<file path="config.mk">
export PLATFORM = sky130hd
export DESIGN_NAME = iqmod_nco
export DESIGN_NICKNAME = d
export VERILOG_FILES = /design/src/rtl/iqmod_nco.sv
export SDC_FILE = /design/constraint.sdc
export NUM_CORES = 1
export LEC_CHECK = 0
export ABC_AREA = 0
export CORE_MARGIN = 1
export CORE_UTILIZATION = 46
export CTS_CLUSTER_SIZE = 8
export DETAILED_ROUTE_END_ITERATION = 7
export SYNTH_ARGS = -nofsm -noshare
export SYNTH_HDL_FRONTEND = slang
export SYNTH_SLANG_ARGS = --single-unit
export TNS_END_PERCENT = 1
</file>
<file path="constraint.sdc">
create_clock -name clk -period 8.75 [get_ports clk]
set_clock_uncertainty 0.15 [all_clocks]
set_input_delay 1.75 -clock clk [delete_from_list [all_inputs] [get_ports clk]]
set_output_delay 1.75 -clock clk [all_outputs]
set_load 0.01 [all_outputs]
</file>
<file path="src/rtl/iqmod_nco.sv">
// rtl/iqmod_nco.sv - NCO-driven IQ upconverter producing offset-binary DAC codes.
// All state moves on the falling clock edge so the DAC can latch on the rising edge.
module iqmod_nco #(
  parameter int             IQW       = 8,
  parameter int             AMPW      = 8,
  parameter int             DACW      = 10,
  parameter int             PHW       = 16,
  parameter int             LUTAW     = 5,
  parameter logic [PHW-1:0] PINC_DEF  = 16'h1000,
  parameter int             OSHIFT    = IQW + AMPW - DACW,
  parameter bit             SYNC_WRAP = 1'b0
) (
  input  logic                   clk,
  input  logic                   rst_n,
  input  logic                   en,
  input  logic [PHW-1:0]         pinc,
  input  logic                   pinc_ld,
  input  logic                   phase_clr,
  input  logic signed [IQW-1:0]  i,
  input  logic signed [IQW-1:0]  q,
  input  logic                   iq_valid,
  output logic                   iq_ready,
  output logic [DACW-1:0]        dacval,
  output logic                   dac_valid,
  output logic                   sat,
  input  logic                   sat_clr
);

  localparam int N    = 1 << LUTAW;
  localparam int PW   = IQW + AMPW;
  localparam int SW   = PW + 1;
  localparam int DW   = ((SW > DACW) ? SW : DACW) + 2;
  localparam int AMAX = (1 << (AMPW - 1)) - 1;

  localparam logic signed [DW-1:0] D_MID = DW'(2 ** (DACW - 1));
  localparam logic signed [DW-1:0] D_TOP = DW'(2 ** DACW - 1);
  localparam logic [DACW-1:0]      MID   = DACW'(2 ** (DACW - 1));

  // Rounded half away from zero so the table is symmetric about the axes.
  function automatic logic signed [AMPW-1:0] f_lut(input int k, input bit is_sin);
    real ang;
    real v;
    int  r;
    ang = 2.0 * 3.141592653589793 * real'(k) / real'(N);
    v   = (is_sin ? $sin(ang) : $cos(ang)) * real'(AMAX);
    r   = (v >= 0.0) ? $rtoi(v + 0.5) : -$rtoi(0.5 - v);
    return AMPW'(r);
  endfunction

  logic signed [AMPW-1:0] w_cos_tab [N];
  logic signed [AMPW-1:0] w_sin_tab [N];

  for (genvar g = 0; g < N; g++) begin : g_lut
    localparam logic signed [AMPW-1:0] C_VAL = f_lut(g, 1'b0);
    localparam logic signed [AMPW-1:0] S_VAL = f_lut(g, 1'b1);
    assign w_cos_tab[g] = C_VAL;
    assign w_sin_tab[g] = S_VAL;
  end

  logic [PHW-1:0]         r_acc;
  logic [PHW-1:0]         r_step;
  logic [PHW-1:0]         w_acc_sum;
  logic [LUTAW-1:0]       w_k;
  logic signed [IQW-1:0]  r_act_i;
  logic signed [IQW-1:0]  r_act_q;

  assign w_acc_sum = r_acc + r_step;
  assign w_k       = r_acc[PHW-1 -: LUTAW];

  always_ff @(negedge clk) begin
    if (!rst_n) begin
      r_acc  <= '0;
      r_step <= PINC_DEF;
    end else begin
      if (phase_clr) begin
        r_acc <= '0;
      end else if (en) begin
        r_acc <= w_acc_sum;
      end
      if (pinc_ld) begin
        r_step <= pinc;
      end
    end
  end

  if (SYNC_WRAP) begin : g_sync
    logic                  r_pend_full;
    logic signed [IQW-1:0] r_pend_i;
    logic signed [IQW-1:0] r_pend_q;
    logic                  w_wrap;
    logic                  w_xfer;

    // The sum is smaller than the old phase exactly when the add carried out.
    assign w_wrap   = en & ~phase_clr & (w_acc_sum < r_acc);
    assign iq_ready = ~r_pend_full;
    assign w_xfer   = iq_valid & ~r_pend_full;

    always_ff @(negedge clk) begin
      if (!rst_n) begin
        r_pend_full <= 1'b0;
        r_pend_i    <= '0;
        r_pend_q    <= '0;
        r_act_i     <= '0;
        r_act_q     <= '0;
      end else begin
        if (w_xfer) begin
          r_pend_i    <= i;
          r_pend_q    <= q;
          r_pend_full <= 1'b1;
        end else if (w_wrap) begin
          r_pend_full <= 1'b0;
        end
        if (w_wrap && r_pend_full) begin
          r_act_i <= r_pend_i;
          r_act_q <= r_pend_q;
        end
      end
    end
  end else begin : g_direct
    assign iq_ready = 1'b1;

    always_ff @(negedge clk) begin
      if (!rst_n) begin
        r_act_i <= '0;
        r_act_q <= '0;
      end else if (iq_valid) begin
        r_act_i <= i;
        r_act_q <= q;
      end
    end
  end

  logic signed [AMPW-1:0] r_c1;
  logic signed [AMPW-1:0] r_s1;
  logic signed [IQW-1:0]  r_i1;
  logic signed [IQW-1:0]  r_q1;
  logic                   r_v1;
  logic signed [PW-1:0]   r_pi;
  logic signed [PW-1:0]   r_pq;
  logic                   r_v2;
  logic [DACW-1:0]        r_dac;
  logic                   r_v3;
  logic                   r_sat;

  logic signed [PW-1:0]   w_i_ext;
  logic signed [PW-1:0]   w_q_ext;
  logic signed [PW-1:0]   w_c_ext;
  logic signed [PW-1:0]   w_s_ext;
  logic signed [SW-1:0]   w_s;
  logic signed [SW-1:0]   w_sh;
  logic signed [DW-1:0]   w_shx;
  logic signed [DW-1:0]   w_d;
  logic                   w_lo;
  logic                   w_hi;
  logic [DACW-1:0]        w_dac_sat;

  assign w_i_ext = {{AMPW{r_i1[IQW-1]}}, r_i1};
  assign w_q_ext = {{AMPW{r_q1[IQW-1]}}, r_q1};
  assign w_c_ext = {{IQW{r_c1[AMPW-1]}}, r_c1};
  assign w_s_ext = {{IQW{r_s1[AMPW-1]}}, r_s1};

  assign w_s       = {r_pi[PW-1], r_pi} - {r_pq[PW-1], r_pq};
  assign w_sh      = w_s >>> OSHIFT;
  assign w_shx     = {{(DW - SW){w_sh[SW-1]}}, w_sh};
  assign w_d       = w_shx + D_MID;
  assign w_lo      = (w_d < 0);
  assign w_hi      = (w_d > D_TOP);
  assign w_dac_sat = w_lo ? '0 : (w_hi ? '1 : w_d[DACW-1:0]);

  always_ff @(negedge clk) begin
    if (!rst_n) begin
      r_c1  <= '0;
      r_s1  <= '0;
      r_i1  <= '0;
      r_q1  <= '0;
      r_v1  <= 1'b0;
      r_pi  <= '0;
      r_pq  <= '0;
      r_v2  <= 1'b0;
      r_dac <= MID;
      r_v3  <= 1'b0;
      r_sat <= 1'b0;
    end else begin
      r_c1  <= w_cos_tab[w_k];
      r_s1  <= w_sin_tab[w_k];
      r_i1  <= r_act_i;
      r_q1  <= r_act_q;
      r_v1  <= en;
      r_pi  <= w_i_ext * w_c_ext;
      r_pq  <= w_q_ext * w_s_ext;
      r_v2  <= r_v1 & en;
      r_dac <= en ? w_dac_sat : MID;
      r_v3  <= r_v2 & en;
      // A saturation on the same edge as sat_clr must leave the flag set.
      if (en && r_v2 && (w_lo || w_hi)) begin
        r_sat <= 1'b1;
      end else if (sat_clr) begin
        r_sat <= 1'b0;
      end
    end
  end

  assign dacval    = r_dac;
  assign dac_valid = r_v3;
  assign sat       = r_sat;

endmodule

</file>
== Yosys cells after proc, flatten, opt, wreduce, memory -nomap -nowiden ==
Memories as Yosys holds them, arrays and structs flattened. A register that Yosys moved wholly into a read port is not among the register bits.
Cells that the tools add are included.
W data, S select, Z words.

* Add/sub/neg operators: 3
* Multipliers: 2
* Order comparisons: 2
* Muxes and demuxes: 4
* Bitwise logic cells: 5
* Reduce and logical (&&, ||, !) cells: 9

{| class="wikitable"
|+ Operator list
! kind !! count
|-
| $mul A8 B8 Y16 || 2
|-
| $mux W10 || 2
|-
| $sub A16 B16 Y17 || 1
|-
| $add A16 B16 Y16 || 1
|-
| $add A11 B11 Y12 const B || 1
|-
| $gt A12 B11 Y1 const B || 1
|-
| $lt A12 B1 Y1 const B || 1
|-
| $not A5 Y6 || 1
|-
| $reduce_or A3 Y1 || 1
|-
| $and A1 B1 Y1 || 2
|-
| $logic_and A1 B1 Y1 || 2
|-
| $logic_not A1 Y1 || 2
|-
| $mux W1 || 2
|-
| $not A1 Y1 || 2
|-
| $reduce_and A2 Y1 || 1
|-
| $reduce_bool A2 Y1 || 1
|-
| $reduce_or A2 Y1 || 1
|-
| $logic_or A1 B1 Y1 || 1
|}

* Register bits after elaboration: 110
* Bits in read-only memories: 512
* Bits of input ports: 39
* Output and inout port bits: 13
* Logic and storage cells: 41
* Memories: 2

{| class="wikitable"
|+ Memories
! memory !! depth !! bits a word !! rd ports !! clocked after memory_dff !! write ports !! line !! source
|-
| (no name shown) || 32 || 8 || 1 || 1 || 0 || 185 || <nowiki>r_s1 <= w_sin_tab[w_k];</nowiki>
|-
| (no name shown) || 32 || 8 || 1 || 1 || 0 || 184 || <nowiki>r_c1 <= w_cos_tab[w_k];</nowiki>
|}

== Logic depth before layout (Yosys ltp) ==
Gate-level depths: netlist of the first run.

* Word-level depth: 6
* Gate-level depth with buffers: 18
* Gate-level depth less buffers: 18

==> results of run 1 <==
-- how the worst max path moves through the flow --
stage	from	end	slack [ps]	cells past startpoint
2_1_floorplan	pinc_ld	r_step[12]$_SDFFE_NN1P_	1280	4
3_3_place_gp	rst_n	r_acc[15]$_SDFFE_NP0P_	680	4
3_5_place_dp	rst_n	r_acc[15]$_SDFFE_NP0P_	710	4
4_1_cts	dacval[9]$_SDFF_NN1_	dacval[9]	1050	1
5_1_grt	dacval[9]$_SDFF_NN1_	dacval[9]	1040	1
6_report	dacval[9]$_SDFF_NN1_	dacval[9]	1070	1
-- kinds of logic after synthesis --
kind of cell,after synthesis,synth area share [%]
simple gates,337,16.4
compound gates,142,9.19
fa+ha+maj,205,32.5
other cells,1,0.0359
flops,126,24.1
buf+inv,231,8.61
xor+xnor,51,4.27
mux,51,4.92
-- cells in the final DEF (no fill, tap or decap), types with 3 or more instances in the layout --
cell and n:
nor2_1 88, dfxtp_1 126, fa_1 111, ha_1 94, nand3b_1 4, bufinv_16 3
xor2_1 21, o21bai_1 3, o21ai_1 4, a21oi_1 47, clkinv_4 3, a311oi_1 3
nand3_1 8, mux2_2 3, o211ai_1 7, nor3b_1 5, mux2i_1 48, clkdlybuf4s50_1 50
nor2b_1 22, buf_4 8, xnor2_1 30, inv_1 323, and2_1 113, o21ai_0 25
inv_8 3, a21o_1 12, clkbuf_16 17, a31oi_1 8, nor3_1 14, a211oi_1 6
a21boi_0 4, nand2b_1 9, and3_1 6, nand2_1 64
-- metrics by stage --
step,worst slack (ps),hold WS [ps]
after CTS,1050,301
after detailed placement,706,298
after global routing,1040,315
after floorplan,1280,284
final,1070,295
after global placement,678,288
-- synthesized netlist by cell type (6+ instances only) --
library cell / n / share of area (%)
mux2i_1: 48 / 4.6
dfxtp_1: 126 / 24
and2_1: 113 / 6.8
and3_1: 6 / 0.36
ha_1: 94 / 11
a21o_1: 12 / 0.86
a211oi_1: 6 / 0.43
nand3_1: 8 / 0.38
nor2b_1: 22 / 1.3
nor3_1: 14 / 0.67
nand2_1: 64 / 2.3
clkbuf_1: 25 / 0.90
xor2_1: 21 / 1.8
a31oi_1: 8 / 0.48
a21oi_1: 47 / 2.2
fa_1: 111 / 21
inv_1: 197 / 7.1
o211ai_1: 7 / 0.50
o21ai_0: 25 / 1.2
nor2_1: 88 / 3.2
nand2b_1: 9 / 0.54
xnor2_1: 30 / 2.5
-- layout make-up --
class | count | area share, %
Sequential cell | 126 | 20.5
Tap cell | 280 | 2.85
Multi-Input combinational cell | 787 | 57.2
Clock inverter | 141 | 5.36
Timing Repair Buffer | 58 | 4.56
Clock buffer | 17 | 3.46
Inverter | 198 | 6.04
-- state kept, by name (all words and copies together), names as in the netlist, 8 cells and up --
register and count:
r_act_q 8, r_pi 16, r_q1 8, r_step 16
r_acc 16, r_c1 8, r_pq 16, r_s1 8
dacval 10, r_act_i 8, r_i1 8
-- where the power goes --
part	leakage, nW	switching, W	internal (W)
registers	1.03	0.0000346	0.000624
logic	4.34	0.000215	0.000186
clock network	0.978	0.000427	0.000531
-- metal layers --
layer  vias up  track usage, %  part of all wire, %
met3        27            5.75                  3.2
met2       132            31.9                   45
met5         -               0                    0
met4         0            8.85                  1.3
li1       3950               -                    -
met1      3708            26.5                   50
==> impl_metrics.py, run 1 <==
metrics = {
    "run_status": {
        "run_status": "finished clean",
    },
    "setup_path": {
        "r2r_slack_ps": 3990,
        "critPathRequiredTime_ps": 6850,
        "slowest_stage": "clkdlybuf4s50_1",
        "path_max_fanout": 1,
        "crit_chain": "clkdlybuf4s50_1",
        "critPathBufInv": 1,
        "critical_path.endpoint_type": "output pin",
        "start_kind": "register",
        "path_class": "register to output pin",
        "cp_top_family": "buffers and inverters",
        "reg2regPathDepth": 15,
        "r2r_start": "r_c1[7]$_SDFF_NN0_",
        "worstPathArrival_ps": 5780,
        "slowest_delay_ps": 610,
        "timing.rr.end": "r_pi[15]$_SDFF_NN0_",
    },
    "die": {
        "die_area_sq_um": 23300,
        "placementRows": 54,
        "start_util_pct": 47.5,
        "die_h_um": 153,
        "ioPinCount": 52,
        "fp.dieW_um": 153,
        "core_sq_um": 22000,
    },
    "timing": {
        "maxSlewViolCount": 0,
        "rsz0062_at_grt": "no",
        "setup_viol": 0,
        "hold_viol": 0,
        "fin_tns_setup_ps": 0,
        "tightestPinTransition_ps": 686,
        "slew_headroom_pct": 54.2,
    },
    "layout": {
        "multi_input_area_sq_um": 7040,
        "final_util_pct": 55.8,
        "final_cells": 1607,
        "finalInstanceArea_sq_um": 12300,
        "num-fill-cells": 2031,
        "syn_to_final_growth_pct": 17.6,
        "regArea_sq_um": 2520,
        "drive_gt1_share_pct": 4.37,
        "final_nets": 1558,
        "antenna_cells": 0,
    },
    "clocking": {
        "clk_latency_ps": 460,
        "htreeDepth": 4,
        "cts_tree": "yes",
        "cts_sinks": 126,
        "cts-root-buf": "clkbuf_16",
        "post_cts_buffers": 0,
        "cts_resized": 0,
        "cts_hold_buf": 0,
        "cts_buffers": 17,
        "cts_max_path_buffers": 2,
        "clk_pin_slew_ps": 40,
    },
    "drt": {
        "drtIter0Drc": 343,
        "routed_wl_mm": 22.0,
        "drc_errors": 0,
        "wl_per_cell_um": 13.7,
        "ant_nets": 0,
        "viasPerCell": 4.86,
        "vias": 7817,
        "drt_pass1_iterations": 6,
    },
    "grt": {
        "grt_pass1_vias": 8390,
        "gr-usage-all-layers_pct": 20.5,
        "overflow": 0,
        "grt_max_degree": 34,
        "antenna_found_initial": 0,
        "grt_pass1_wl_mm": 38.1,
    },
    "hold_path": {
        "hp-start": "r_act_q[0]$_SDFFE_NN0P_",
        "min_path_cells": 1,
        "hold_class": "register to register",
        "min_delay_worst_endpoint": "r_q1[0]$_SDFF_NN0_",
    },
    "place": {
        "port_buffers": 50,
        "place_hpwl_mm": 16.9,
        "dpl-instance-area_sq_um": 11200,
        "place_congestion": 0.799,
        "dp_cells": 1450,
    },
    "yosys": {
        "async_flop_share_pct": 0,
        "synthCells": 1144,
        "synth_warnings": 0,
        "synthFlopType": "dfxtp_1",
        "synth_fp_nets": 1388,
        "ys_ff_latch": 126,
        "synth_edf_count": 0,
        "netlist_area_sq_um": 10500,
        "synth_area_per_cell_sq_um": 9.14,
        "synth.distinct_cells": 54,
        "yosysSeqAreaShare_pct": 24.1,
    },
    "power": {
        "irDropWorstVdd_mv": 0.132,
        "power_w": 0.00202,
        "p_per_area_nw_per_um2": 164,
        "leakage_nw": 6.35,
    },
    "run": {
        "cap_violations": 0,
    },
}
(Power assumes the default switching activity.)
==> inputs of run 2 (changes only) <==
--- a/config.mk
+++ b/config.mk
@@ -10,6 +10,7 @@
 export CORE_UTILIZATION = 46
 export CTS_CLUSTER_SIZE = 8
 export DETAILED_ROUTE_END_ITERATION = 7
+export SKIP_CTS_REPAIR_TIMING = 1
 export SYNTH_ARGS = -nofsm -noshare
 export SYNTH_HDL_FRONTEND = slang
 export SYNTH_SLANG_ARGS = --single-unit
==> results of run 2 <==
No change in the layout: final DEF, timing and power equal those of run 1.
==> inputs of run 3 (changes only) <==
--- a/config.mk
+++ b/config.mk
@@ -14,4 +14,3 @@
 export SYNTH_ARGS = -nofsm -noshare
 export SYNTH_HDL_FRONTEND = slang
 export SYNTH_SLANG_ARGS = --single-unit
-export TNS_END_PERCENT = 1
==> results of run 3 <==
No change in the layout: final DEF, timing and power equal those of run 1.
